### config.mk
export PLATFORM = sky130hd
export DESIGN_NAME = regfile_sb
export DESIGN_NICKNAME = d
export VERILOG_FILES = /design/src/rtl/regfile_sb_pkg.sv /design/src/rtl/regfile_sb_sb_counter.sv /design/src/rtl/regfile_sb.sv
export SDC_FILE = /design/constraint.sdc
export NUM_CORES = 2
export LEC_CHECK = 0
export CAP_MARGIN = 0
export CORE_ASPECT_RATIO = 0.5
export CORE_MARGIN = 1.5
export CORE_UTILIZATION = 40
export CTS_BUF_LIST = sky130_fd_sc_hd__clkbuf_8
export CTS_CLUSTER_SIZE = 28
export DETAILED_ROUTE_END_ITERATION = 10
export REMOVE_ABC_BUFFERS = 1
export SETUP_SLACK_MARGIN = 0.5
export SLEW_MARGIN = 0
export SYNTH_ARGS = -nofsm -noshare
export SYNTH_HDL_FRONTEND = slang
export SYNTH_HIERARCHICAL = 1
export SYNTH_SLANG_ARGS = --single-unit
### constraint.sdc
create_clock -name clk -period 4.05 [get_ports clk]
set_clock_uncertainty 0.1 [all_clocks]
set_input_delay 0.81 -clock clk [delete_from_list [all_inputs] [get_ports clk]]
set_output_delay 0.81 -clock clk [all_outputs]
set_load 0.02 [all_outputs]
### src/rtl/regfile_sb_pkg.sv
// Shared constants for the regfile_sb register file and pending-write scoreboard.
// The write-first bypass is enabled by defining REGFILE_BYPASS_EN.
package regfile_sb_pkg;
  localparam int XLEN       = 32;
  localparam int NREG       = 32;
  localparam int REG_ADDR_W = $clog2(NREG);
  localparam int SB_W       = 2;

  localparam logic [REG_ADDR_W-1:0] REG_ZERO = '0;
  localparam logic [SB_W-1:0]       SB_ONE   = SB_W'(1);
endpackage

### src/rtl/regfile_sb_sb_counter.sv
// Saturating up/down counter: one increment and two decrement sources per cycle.
// The net delta lands in a single edge; out-of-range results saturate and flag.
module sb_counter #(
  parameter int W = 2
) (
  input  logic         clk,
  input  logic         rst,
  input  logic         inc,
  input  logic         dec_a,
  input  logic         dec_b,
  output logic [W-1:0] count,
  output logic         ovf,
  output logic         udf
);
  logic [W+1:0] sum;

  // Two spare bits: bit W catches count max + 1, bit W+1 catches a negative result.
  always_comb begin
    sum = {2'b00, count}
        + {{(W+1){1'b0}}, inc}
        - {{(W+1){1'b0}}, dec_a}
        - {{(W+1){1'b0}}, dec_b};
    udf = sum[W+1];
    ovf = !sum[W+1] && sum[W];
  end

  always_ff @(posedge clk) begin
    if (rst) begin
      count <= '0;
    end else if (udf) begin
      count <= '0;
    end else if (!ovf) begin
      count <= sum[W-1:0];
    end
  end
endmodule

### src/rtl/regfile_sb.sv
// Architectural register file (x0 hardwired to zero) with a per-register
// pending-write scoreboard. Optional write-first bypass: REGFILE_BYPASS_EN.
module regfile_sb
  import regfile_sb_pkg::*;
(
  input  logic                  clk,
  input  logic                  rst,
  input  logic [REG_ADDR_W-1:0] rR1,
  input  logic [REG_ADDR_W-1:0] rR2,
  output logic [XLEN-1:0]       rD1,
  output logic [XLEN-1:0]       rD2,
  input  logic                  we,
  input  logic [REG_ADDR_W-1:0] wR,
  input  logic [XLEN-1:0]       wD,
  input  logic                  issue_valid,
  input  logic [REG_ADDR_W-1:0] issue_rd,
  input  logic                  flush_valid,
  input  logic [REG_ADDR_W-1:0] flush_rd,
  output logic                  rs1_busy,
  output logic                  rs2_busy,
  output logic                  sb_err
);
`ifdef REGFILE_BYPASS_EN
  localparam bit BYPASS = 1'b1;
`else
  localparam bit BYPASS = 1'b0;
`endif

  logic [XLEN-1:0] regs [NREG];
  logic [SB_W-1:0] cnt  [NREG];
  logic [NREG-1:0] ovf_vec;
  logic [NREG-1:0] udf_vec;
  logic            retire1;
  logic            retire2;

  always_ff @(posedge clk) begin
    if (rst) begin
      for (int i = 0; i < NREG; i++) regs[i] <= '0;
    end else if (we && wR != REG_ZERO) begin
      regs[wR] <= wD;
    end
  end

  for (genvar r = 0; r < NREG; r++) begin : g_sb
    if (r == 0) begin : g_zero
      assign cnt[r]     = '0;
      assign ovf_vec[r] = 1'b0;
      assign udf_vec[r] = 1'b0;
    end else begin : g_cnt
      logic inc;
      logic dec_wb;
      logic dec_fl;
      assign inc    = issue_valid && issue_rd == REG_ADDR_W'(r);
      assign dec_wb = we          && wR       == REG_ADDR_W'(r);
      assign dec_fl = flush_valid && flush_rd == REG_ADDR_W'(r);
      sb_counter #(.W(SB_W)) u_cnt (
        .clk   (clk),
        .rst   (rst),
        .inc   (inc),
        .dec_a (dec_wb),
        .dec_b (dec_fl),
        .count (cnt[r]),
        .ovf   (ovf_vec[r]),
        .udf   (udf_vec[r])
      );
    end
  end

  always_ff @(posedge clk) begin
    if (rst) begin
      sb_err <= 1'b0;
    end else if (|ovf_vec || |udf_vec) begin
      sb_err <= 1'b1;
    end
  end

  always_comb begin
    rD1 = '0;
    rD2 = '0;
    if (rR1 != REG_ZERO) rD1 = (BYPASS && we && wR == rR1) ? wD : regs[rR1];
    if (rR2 != REG_ZERO) rD2 = (BYPASS && we && wR == rR2) ? wD : regs[rR2];
  end

  // With bypass, a writeback retiring the last pending write releases the stall
  // in the same cycle, since the forwarded data is already on rDN.
  always_comb begin
    retire1  = BYPASS && we && wR == rR1 && cnt[rR1] == SB_ONE
               && !(issue_valid && issue_rd == rR1);
    retire2  = BYPASS && we && wR == rR2 && cnt[rR2] == SB_ONE
               && !(issue_valid && issue_rd == rR2);
    rs1_busy = (rR1 != REG_ZERO) && (cnt[rR1] != '0) && !retire1;
    rs2_busy = (rR2 != REG_ZERO) && (cnt[rR2] != '0) && !retire2;
  end
endmodule

# Word-level counts from Yosys, hierarchy flattened
# Memory sizes are Yosys's and may differ from the RTL's.
# Cells that the tools add are included.
[op_classes] n_lt_le_gt_ge=2 muxes=16 eq_ne=93 n_bitwise=2 n_reduce_logical=198 n_addsub=93
[ops] operator="subtractor 4 x 1 -> 4 bit" n=62
[ops] operator="equality test 5 bit, second input constant" n=48
[ops] operator="logical AND 1 bit" n=127
[ops] operator="equality test 5 x 4 -> 1 bit, second input constant" n=24
[ops] operator="2-to-1 mux 32 bit" n=3
[ops] operator="adder 2 x 1 -> 3 bit" n=31
[ops] operator="OR reduction 2 bit" n=31
[ops] operator="OR reduction 31 bit" n=2
[ops] operator="equality test 5 x 3 -> 1 bit, second input constant" n=12
[ops] operator="OR reduction 32 bit" n=1
[ops] operator="zero test 1 bit" n=31
[ops] operator="equality test 5 x 2 -> 1 bit, second input constant" n=6
[ops] operator="binary-select mux 2 bit (select 5 bit)" n=2
[ops] operator="equality test 5 x 1 -> 1 bit, second input constant" n=3
[ops] operator="nonzero test 5 bit" n=3
[ops] operator="greater-or-equal comparator 6 bit, second input constant" n=2
[ops] operator="NOT 5 -> 6 bit" n=2
[ops] operator="2-to-1 mux 2 bit" n=4
[ops] operator="2-to-1 mux 1 bit" n=6
[ops] operator="2-to-1 mux 5 bit" n=1
[ops] operator="nonzero test 2 bit" n=2
[ops] operator="logical OR 1 bit" n=1
[word_totals] in_bits=62 regBits=63 wordCells=437 mem_bits_rw=1024 mem_count=1
[mem_list] name="regs" depth=32 word_bits=32 rd=2 rd_clocked_by_memory_dff=0 wr=32 line_no="regfile_sb.sv:29" text="logic [XLEN-1:0] regs [NREG];"

# Logic depth before layout (Yosys ltp)
[depth] depth_word=9 mapped_depth=14 ltp_nobuf=13

# Hierarchy
# Netlist, hierarchy kept.
[by_module_without_submodules] mod="regfile_sb" cells_each=3871 n_inst=1 seq_area_each_um2=30769.5 area_per_inst_um2=55909.9
[by_module_without_submodules] mod="sb_counter" cells_each=15 n_inst=31 seq_area_each_um2=40.0 area_per_inst_um2=167.7

# Least setup slack after synthesis
# OpenSTA, ideal clock, no wires.
[synth_path] kind="input -> register" start="in issue_rd[3]" end="reg sb_err" path_stages=14 t_arrival_ns=3.307 required_ns=3.828 path_slack_ns=0.521 cell_sequence="clkbuf_1 nand2b_1 nand2b_1 nor2_1 ha_1 inv_1 fa_1 ha_1 xnor2_2 nor2_1 nor4_1 nand4_1 nor4_1 nor2_1"
[synth_via] elab_chain_len=9 elab_cells_between_ends=220 classes_between="add/sub (93); eq/ne (31); reduce/logical (96)"
[synth_rtl] item="start, declared" line_no="regfile_sb.sv:16" text="input logic [REG_ADDR_W-1:0] issue_rd,"
[synth_rtl] item="equality test 5 x 3 -> 1 bit (*)" line_no="regfile_sb.sv:53" text="assign inc = issue_valid && issue_rd == REG_ADDR_W'(r);"
[synth_rtl] item="logical AND 1 bit (*)" line_no="regfile_sb.sv:53"
[synth_rtl] item="net g_sb[5].g_cnt.inc" line_no="regfile_sb.sv:50" text="logic inc;"
[synth_rtl] item="adder 2 x 1 -> 3 bit (*)" line_no="regfile_sb_sb_counter.sv:20" text="+ {{(W+1){1'b0}}, inc}"
[synth_rtl] item="subtractor 4 x 1 -> 4 bit (*)" line_no="regfile_sb_sb_counter.sv:21" text="- {{(W+1){1'b0}}, dec_a}"
[synth_rtl] item="subtractor 4 x 1 -> 4 bit (*)" line_no="regfile_sb_sb_counter.sv:22" text="- {{(W+1){1'b0}}, dec_b};"
[synth_rtl] item="zero test 1 bit" line_no="regfile_sb_sb_counter.sv:24" text="ovf = !sum[W+1] && sum[W];"
[synth_rtl] item="logical AND 1 bit (*)" line_no="regfile_sb_sb_counter.sv:24"
[synth_rtl] item="net ovf_vec[5]" line_no="regfile_sb.sv:31" text="logic [NREG-1:0] ovf_vec;"
[synth_rtl] item="OR reduction 31 bit (*)" line_no="regfile_sb.sv:72" text="end else if (|ovf_vec || |udf_vec) begin"
[synth_rtl] item="logical OR 1 bit (*)" line_no="regfile_sb.sv:72"
[synth_rtl] item="end signal, assigned" line_no="regfile_sb.sv:71" text="sb_err <= 1'b0;"
[synth_rtl] item="end signal, assigned" line_no="regfile_sb.sv:73" text="sb_err <= 1'b1;"
[synth_rtl] item="end, declared" line_no="regfile_sb.sv:21" text="output logic sb_err"
# Mark *: on every way through the listed nets, which the timed path passes. The rest lies on a longest branch.
# A chain may end at the register's enable or synchronous reset.

# Worst setup path in the final report
[layout_path] start="in rR1[0]" end="out rD1[26]"
[layout_via] elab_chain_len=2 elab_cells_between_ends=3 classes_between="mux (1); reduce/logical (1); memory (1)"
[layout_rtl] item="start, declared" line_no="regfile_sb.sv:8" text="input logic [REG_ADDR_W-1:0] rR1,"
[layout_rtl] item="memory (32 x 32 bit) or nonzero test 5 bit (tied branches)"
[layout_rtl] item="2-to-1 mux 32 bit (*)" line_no="regfile_sb.sv:80" text="if (rR1 != REG_ZERO) rD1 = (BYPASS && we && wR == rR1) ? wD : regs[rR1];"
[layout_rtl] item="end, declared" line_no="regfile_sb.sv:10" text="output logic [XLEN-1:0] rD1,"
# Mark *: on every way between the ends. The rest lies on a longest branch, timed or not.

==> out/metrics.yaml <==
cts_buffer_depth: 3
muxShareOfSynthArea_pct: 21.4
antenna_found_initial: 17
maxSlewHeadroom_pct: 9.73
synth_xor_area_share_pct: 0.825
start_util_pct: 40.3
setup_viol: 0
ir_drop_v: 0.000364
cts_made_buffers: 168
rsz0062_at_grt: "yes"
p_per_area_nw_per_um2: 359
pre_cts_slack_ns: -0.938
synth.top_cell.area_share_pct: 50.3
fill_cells: 12808
netlist_area_um2: 61100
die_x_um: 556
drv_slew: 0
yosysSeqAreaShare_pct: 52.4
gp_congestion: 0.915
synth_compound_area_share_pct: 3.44
synth_edf_count: 1024
dpl.hpwl_mm: 139
clock_latency_ns: 0.89
synth_common_cells: "edfxtp_1, and2_1, mux4_2"
first_global_vias: 42776
utilization_pct: 49.7
drive_above_1_share_pct: 35.7
cpPeakStageDelay_ns: 0.54
rows: 101
grt_max_degree: 53
drt-total-wl_mm: 222
path_buf_inv: 6
synthTopCellsByArea: "edfxtp_1, mux4_2, and2_1"
syn_inst: 4336
cts_tree: "done"
drc_errors: 0
crit_family: "buffers and inverters"
overflow: 0
fin_setup_tns_ns: 0
cts_root_buf: "clkbuf_8"
ys_async_sr_fraction_pct: 0
synth-simple-area-share_pct: 15.8
crit_required_ns: 3.14
setup_ws_ns: 0.0623
ctsHtreeMaxLevel: 4
fp.coreArea_um2: 152000
yosysWarnings: 6
grt_pass1_wl_mm: 311
clkTransAtPathRegs_ns: 0.07
status: "finished clean"
drtIter0Drc: 6346
dieHeight_um: 279
synth.most_common_cell: "edfxtp_1"
area.growth.synth_to_final_pct: 23.3
total_power_w: 0.0270
slowest_stage: "mux4_2"
via_per_inst: 6.05
leakage_nw: 27.5
synth_top_family_by_area: "multiplexers"
worstMarginPinSlew_ns: 1.35
drv_cap: 0
io_buffers: 128
nets: 5102
io_pins: 129
crit_path_end_kind: "output port"
num_vias: 42722
synthFlopType: "edfxtp_1"
worstSetupStartpointType: "primary input"
arrival_ns: 3.08
ant_nets: 0
hold_buffers: 0
path_class: "in -> out"
yosysUniqueCellTypes: 55
crit_fanout: 10
synth_top_area_cell: "edfxtp_1"
final.period_utilization_pct: 98.5
hp-class: "reg -> reg"
post_drt_wl_per_cell_um: 31.4
hold_viol_final: 0
ys_ff_latch: 1087
finalCriticalPeriod_ns: 3.99
synth_fa_ha_area_share_pct: 2.92
fmax_mhz: 251
avgSynthCellArea_um2: 14.1
cts_sinks: 1087
dieArea_um2: 155000
drtPass1Iterations: 6
grt_usage_pct: 28.4
cp_cell_sequence: "buf_16 -> buf_12 -> buf_12 -> buf_16 -> mux4_2 -> nand2_1 -> nand2_1 -> a2111oi_4 -> buf_4 -> a221oi_1 -> buf_4"
-- final timing paths --
path	startpoint	end	slack [ns]	cells after the start
setup / recovery	rR1[0]	rD1[26]	0.06	11
hold reg to reg	g_sb[20].g_cnt.u_cnt/count[1]	g_sb[20].g_cnt.u_cnt/count[1]	0.42	2
setup reg to reg	g_sb[30].g_cnt.u_cnt/count[0]	sb_err	1.26	12
hold / removal	g_sb[20].g_cnt.u_cnt/count[1]	g_sb[20].g_cnt.u_cnt/count[1]	0.42	2
-- cells in the final DEF (no fill, tap or decap), types with 19 or more instances in the layout --
cell             Yosys  final
clkdlybuf4s50_1      0     51
buf_4               17    454
conb_1               1     32
nand2_1            295    261
nor3b_1             32     32
or2_2               32     32
nand2_2              0     30
xnor2_2             31     31
nor2_2              31     41
buf_16               0     19
clkbuf_8             0    176
inv_1               68    121
ha_1                93     93
mux2i_1            126     91
and2_1             993    992
a2111oi_4            0     26
dfxtp_1             63     47
a2111oi_1           31     32
fa_1                31     31
buf_6                7    108
clkinv_1             0     40
nor2_4               0     25
a2111oi_2           31     35
nor2b_1             69     56
buf_12               0    109
nor3_1              30     27
a221o_1             30     28
mux4_2             523    523
nor2_1             207    172
mux2i_4              0     24
edfxtp_1          1024   1024
-- area by class of cell --
type | count | area [um2] | share of cell area [%]
flip-flops and latches | 1087 | 32000 | 42.5
diodes | 11 | 27.5 | 0.0365
clock buffers | 176 | 2420 | 3.22
clock inverters | 115 | 569 | 0.756
repair buffers | 778 | 8430 | 11.2
well taps | 2008 | 2510 | 3.34
inverters | 69 | 272 | 0.360
multi-input cells | 2812 | 29100 | 38.6
-- metal layers --
metal / vias up / track usage (%) / part of all wire [%]
met5: - / 0.710 / 0.071
met2: 2609 / 43.8 / 45
met4: 2 / 9.62 / 3.2
met3: 420 / 7.64 / 12
met1: 22221 / 38.8 / 39
li1: 17470 / - / -
-- cell families after synthesis --
group	Yosys count
adder cells (fa/ha/maj)	124
flip-flops	1087
AO/OA/AOI/OAI	227
other	1
AND/OR/NAND/NOR	1745
multiplexers	653
buffers and inverters	468
XOR/XNOR	31
-- worst reg2reg max path: stages (launching register included) --
cell	delay, ns
dfxtp_2	0.32
buf_4	0.13
ha_1	0.27
inv_1	0.05
fa_1	0.38
ha_1	0.22
xnor2_2	0.16
nor2_1	0.06
nor4_1	0.27
buf_4	0.17
nand4_1	0.18
nor4_1	0.28
nor2_1	0.06
-- sequential cells by signal, indices dropped and copies added, names as in the netlist --
signal                  cells
g_sb.g_cnt.u_cnt/count     62
regs                     1024
sb_err                      1
-- metrics by stage --
step	hold slack, ns	instance area, um2	std cells
after floorplan	0.401	59500	3968
after global placement	0.411	68600	6624
after detailed placement	0.420	68700	6625
after CTS	0.336	73800	6988
after global routing	0.396	75300	7055
final	0.417	75300	7056
-- timing repair --
| action | CTS | global route |
|---|---|---|
| buffers inserted | 60 | 53 |
| setup endpoints to repair | 66 | 67 |
| gates cloned | 12 | 4 |
| resized for setup | 486 | 209 |
| pin swaps | 58 | 57 |
-- where the power goes --
group / switching (W) / total, W / internal [W]
combinational: 0.00262 / 0.00492 / 0.00230
clock: 0.00471 / 0.00886 / 0.00415
sequential: 0.000336 / 0.0132 / 0.0129
No activity file was read; power rests on OpenSTA's default activity.
